File: src/rtl/cp0_redirect_ctrl.sv
// CP0 event consumer: flushes the pipeline, then redirects IF to the
// exception vector or EPC and masks further events until the drain ends.
module cp0_redirect_ctrl #(
  parameter logic [31:0] EXC_VECTOR   = 32'hBFC00380,
  parameter int unsigned DRAIN_CYCLES = 4,
  parameter int unsigned CNT_W        = 16
) (
  input  logic             clk,
  input  logic             resetn,
  input  logic             Exception,
  input  logic             Interrupt,
  input  logic             ERET,
  input  logic [31:0]      CP0_EPC,
  input  logic             redirect_ready,
  output logic             flush,
  output logic             redirect_valid,
  output logic [31:0]      redirect_pc,
  output logic             busy,
  output logic [CNT_W-1:0] exc_count,
  output logic [CNT_W-1:0] eret_count
);

  localparam int unsigned DW =
    (DRAIN_CYCLES > 0) ? $clog2(DRAIN_CYCLES + 1) : 1;

  typedef enum logic [1:0] {
    IDLE,
    REDIR,
    DRAIN
  } state_e;

  state_e           state_q;
  logic [DW-1:0]    drain_q;
  logic             flush_q;
  logic             valid_q;
  logic [31:0]      pc_q;
  logic             busy_q;
  logic [CNT_W-1:0] exc_cnt_q;
  logic [CNT_W-1:0] eret_cnt_q;

  logic exc_ev;
  logic any_ev;

  assign exc_ev = Exception | Interrupt;
  assign any_ev = exc_ev | ERET;

  always_ff @(posedge clk or negedge resetn) begin
    if (!resetn) begin
      state_q    <= IDLE;
      drain_q    <= '0;
      flush_q    <= 1'b0;
      valid_q    <= 1'b0;
      pc_q       <= '0;
      busy_q     <= 1'b0;
      exc_cnt_q  <= '0;
      eret_cnt_q <= '0;
    end else begin
      flush_q <= 1'b0;
      unique case (state_q)
        IDLE: begin
          if (any_ev) begin
            state_q <= REDIR;
            flush_q <= 1'b1;
            valid_q <= 1'b1;
            busy_q  <= 1'b1;
            if (exc_ev) begin
              pc_q <= EXC_VECTOR;
              if (exc_cnt_q != '1)
                exc_cnt_q <= exc_cnt_q + CNT_W'(1);
            end else begin
              pc_q <= CP0_EPC;
              if (eret_cnt_q != '1)
                eret_cnt_q <= eret_cnt_q + CNT_W'(1);
            end
          end
        end
        REDIR: begin
          if (redirect_ready) begin
            valid_q <= 1'b0;
            if (DRAIN_CYCLES == 0) begin
              state_q <= IDLE;
              busy_q  <= 1'b0;
            end else begin
              state_q <= DRAIN;
              drain_q <= DW'(DRAIN_CYCLES);
            end
          end
        end
        DRAIN: begin
          // the edge that brings the counter to zero is the last masked edge
          if (drain_q <= DW'(1)) begin
            drain_q <= '0;
            state_q <= IDLE;
            busy_q  <= 1'b0;
          end else begin
            drain_q <= drain_q - DW'(1);
          end
        end
        default: begin
          state_q <= IDLE;
          valid_q <= 1'b0;
          busy_q  <= 1'b0;
        end
      endcase
    end
  end

  assign flush          = flush_q;
  assign redirect_valid = valid_q;
  assign redirect_pc    = pc_q;
  assign busy           = busy_q;
  assign exc_count      = exc_cnt_q;
  assign eret_count     = eret_cnt_q;

endmodule

File: config.mk
export PLATFORM = sky130hd
export DESIGN_NAME = cp0_redirect_ctrl
export DESIGN_NICKNAME = d
export VERILOG_FILES = /design/src/rtl/cp0_redirect_ctrl.sv
export SDC_FILE = /design/constraint.sdc
export NUM_CORES = 1
export LEC_CHECK = 0
export ABC_AREA = 1
export ABC_CLOCK_PERIOD_IN_PS = 1450
export CORE_MARGIN = 1.5
export CORE_UTILIZATION = 35
export DETAILED_ROUTE_END_ITERATION = 10
export DONT_BUFFER_PORTS = 1
export PLACE_DENSITY = 0.47
export SYNTH_ARGS = -nofsm -noshare
export SYNTH_HDL_FRONTEND = slang
export SYNTH_SLANG_ARGS = --single-unit
File: constraint.sdc
create_clock -name clk -period 1.45 [get_ports clk]
set_input_delay 0.29 -clock clk [delete_from_list [all_inputs] [get_ports clk]]
set_output_delay 0.29 -clock clk [all_outputs]
set_load 0.05 [all_outputs]
==> summary.txt <==
Cells and area
  • Final #Nets: about 530
  • Final core utilization: 0.474
  • Final Non-Filler Cells: 621
  • ANT cells: 0
  • Post-route cell area: 4660 um^2
  • Most common cell after layout, fill and taps aside: nand2_1
  • Fill cells: 968
  • Synthesis-to-layout area growth: 31.1%
  • Layout cells sized above 1: 0.332
  • Commonest cells after routing, fill and taps aside: nand2_1 (138), buf_4 (58), dfrtp_1 (48)

Global routing
  • Overflow after GRT: 0
  • Vias in the first global route: 2930
  • Global-route wire length before repair: 14800 um
  • Initial antenna violation count: 0
  • GRT Util Overall: 0.174
  • Pin count of the biggest net entering global routing: 73

Placed design
  • Detailed placement HPWL: 6260 um
  • I/O Buffers: 0
  • Placed Cells incl. Taps: a little under 600
  • Dpl cell area: 4230 um^2
  • RePlAce Congestion: between 0.7 and 0.8

Synth
  • Largest area contributor in the netlist: dfrtp_1
  • Post-Syn Nets: 453
  • Post-synthesis adder-cell area fraction: 0.0141
  • Synth cell types: 29
  • Synth Area in XOR/XNOR: 0.0370
  • Number of synthesized flops with an enable pin: 0
  • Share of the synthesized area in the top cell type: 0.507
  • Cell Area, Synth: 3550 um^2
  • YS warnings: 0
  • Post-Synth Simple-Gate Area: 0.283
  • Ys async rst share: 1.00
  • Yosys reg bits: 72
  • Multiplexer share of the synthesized area: 0
  • Dominant cells by area after synthesis: dfrtp_1 (51%), nand2_1 (16%), a22o_1 (4.9%)
  • Syn_area_per_cell: 8.65 um^2
  • Most used DFF post-synth: dfrtp_1
  • Register area share after synthesis: 0.507
  • Largest family of logic cells by synthesized area: simple AND/OR/NAND/NOR gates
  • Synth Area in Compound Gates: 0.105
  • Gate Count Post-Synth: 411

Floorplanning
  • Core Area: 9820 um^2
  • Die area: 10800 um^2
  • Die H: 104 um
  • Ports: roughly 110
  • Starting density of the core: 0.362
  • Row count: 36
  • Die Wd: 104 um

Setup path
  • WP data required: 1.69 ns
  • Worst-path fanout max: 8
  • Critical path class: reg2reg
  • Reg-to-reg setup timing slack: 0.003 ns
  • CP endpoint kind: register
  • Worst reg2reg endpoint: exc_count[3]$_DFFE_PN0P_
  • Reg2reg path depth: 10
  • R2r startpoint: exc_count[0]$_DFFE_PN0P_
  • Crit path arrival time: between 1.5 and 2 ns
  • Element type at the critical path start: register

Timing
  • Final hold vios: 72
  • Setup TNS: 0 ns
  • Skew final: 0.00703 ns
  • Max Slew Vio Count: 0
  • Hold Slack: -0.364 ns
  • Final min period: roughly 1.4 ns
  • Transition time of the tightest slew-check pin: 0.553 ns
  • Max Clock Freq: approximately 690 MHz
  • Final setup vio count: 0
  • RSZ-0062 raised after global routing: yes
  • Rel. slew slack: 0.631
  • Period utilisation layout: 0.998

Drt
  • Vias per std cell: 4.83
  • Met2 WL: just over 4000 um
  • First drt pass iteration count: 4
  • DR DRC count: 0
  • M1 wire length: about 4200 um
  • DRT antenna net count: 0
  • DRT iter0 DRCs: 123
  • DR WL/cell: 14.5 um
  • Metal3 WL: 556 um
  • Highest routed layer: met4
  • Routed WL: ~9000 um
  • Vias: roughly 3000

Power and ir drop
  • Static Leakage: 2.08 nW
  • Peak supply drop: between 0.8 and 0.9 mV
  • PwrDens: 1590 nW/um^2

Job
  • MaxCap Viol Count: 0

Clock network
  • Worst skew pair latency: ~0.35 ns
  • Sink Count: slightly above 70
  • Clock Tree Buf Depth: 2
  • Reg clk slew, reported paths: around 0.08 ns
  • CTS tree: done
  • Clock buffer count from CTS: 9
  • Clock root buffer: clkbuf_8
  • H-tree levels: 3

Outcome
  • Status: complete, but fails checks
  • Violated checks: negative hold slack

Worst hold path
  • HP Class: in2async
## worst max path at each step
| stage | from | endpoint | slack (ns) | cells after the start |
|---|---|---|---|---|
| after floorplan | eret_count[0]$_DFFE_PN0P_ | eret_count[14]$_DFFE_PN0P_ | -0.14 | 8 |
| after global placement | eret_count[1]$_DFFE_PN0P_ | eret_count[11]$_DFFE_PN0P_ | -0.28 | 8 |
| after detailed placement | eret_count[1]$_DFFE_PN0P_ | eret_count[7]$_DFFE_PN0P_ | -0.25 | 8 |
| after CTS | state_q[0]$_DFFE_PN0P_ | eret_count[14]$_DFFE_PN0P_ | 0.008 | 8 |
| after global routing | exc_count[0]$_DFFE_PN0P_ | exc_count[6]$_DFFE_PN0P_ | -0.09 | 10 |
| final | exc_count[0]$_DFFE_PN0P_ | exc_count[3]$_DFFE_PN0P_ | 0.003 | 10 |
## registers in the layout, indices dropped and copies added (netlist names)
register,count
drain_q,3
busy,1
flush,1
eret_count,16
redirect_pc,32
redirect_valid,1
state_q,2
exc_count,16
## where the power goes
group / switching [mW] / internal (mW) / total (mW)
Sequential: 1.18 / 2.40 / 3.58
Clock: 0.814 / 0.620 / 1.43
Combinational: 1.42 / 0.986 / 2.40
Total: 3.41 / 4.01 / 7.42
## metal layers
layer | global-route usage | vias up
met2 | 0.270 | 89
met5 | 0 | -
met3 | 0.0560 | 13
met1 | 0.225 | 1412
met4 | 0.0704 | 0
li1 | - | 1484
## layout make-up
cell class              count  area [um^2]  share of cell area
clock buffers               9          124              0.0266
clock inverters             7         47.5              0.0102
inverters                  29          114              0.0244
multi-input cells         298         1720               0.370
flip-flops and latches     72         1830               0.393
well taps                 133          166              0.0357
repair buffers             73          652               0.140
## what timing repair did
| item | 4_1_cts | 5_1_grt |
|---|---|---|
| cloned | 2 | 1 |
| resized for setup | 14 | 36 |
| endpoints found under the setup margin | 25 | 55 |
| setup buffers | 7 | 5 |
| pin swaps | 4 | 20 |
| endpoints found under the hold margin | 72 | 72 |
## cell families (layout without fill, tap and decap cells)
logic type                 after synthesis  count (layout)
and+or+nand+nor                        232             232
buffers and inverters                   41             118
adders and majority gates                4               4
DFF                                     72              72
AOI/OAI and AO/OA                       47              47
xor gates and xnor gates                15              15
## critical path, stage by stage, from the launching register on
cell and delay [ns]:
dfrtp_2 0.44, ha_4 0.18, nand2_4 0.06, nor2_4 0.04
nand2_2 0.09, nor2_4 0.06, nor2_4 0.17, buf_12 0.15
nand2_1 0.05, nand2_1 0.05, nand2_1 0.05
## synth_stat cells (3+ instances only)
cell      number
xor2_1         5
a22o_1        20
inv_1         24
o21ai_0        7
xnor2_1       10
nand3_1       24
dfrtp_1       72
ha_1           4
nor2_1        34
nand4_1        9
o21ai_1        5
inv_2          5
nand3b_1       3
nand2_1      148
nor2_2         3
nor2_4         4
buf_6          3
o22a_1        12
buf_2          6
## metrics by stage
step           setup WS, ns  hold slack [ns]  power (mW)
2_1_floorplan        -0.141         -0.00559        5.15
3_3_place_gp         -0.277         -0.00286        5.76
3_5_place_dp         -0.252         -0.00375        5.80
4_1_cts             0.00760           -0.394        7.42
5_1_grt             -0.0864           -0.403        7.88
6_report            0.00296           -0.364        7.42
Power figures use the tool's default switching activity.
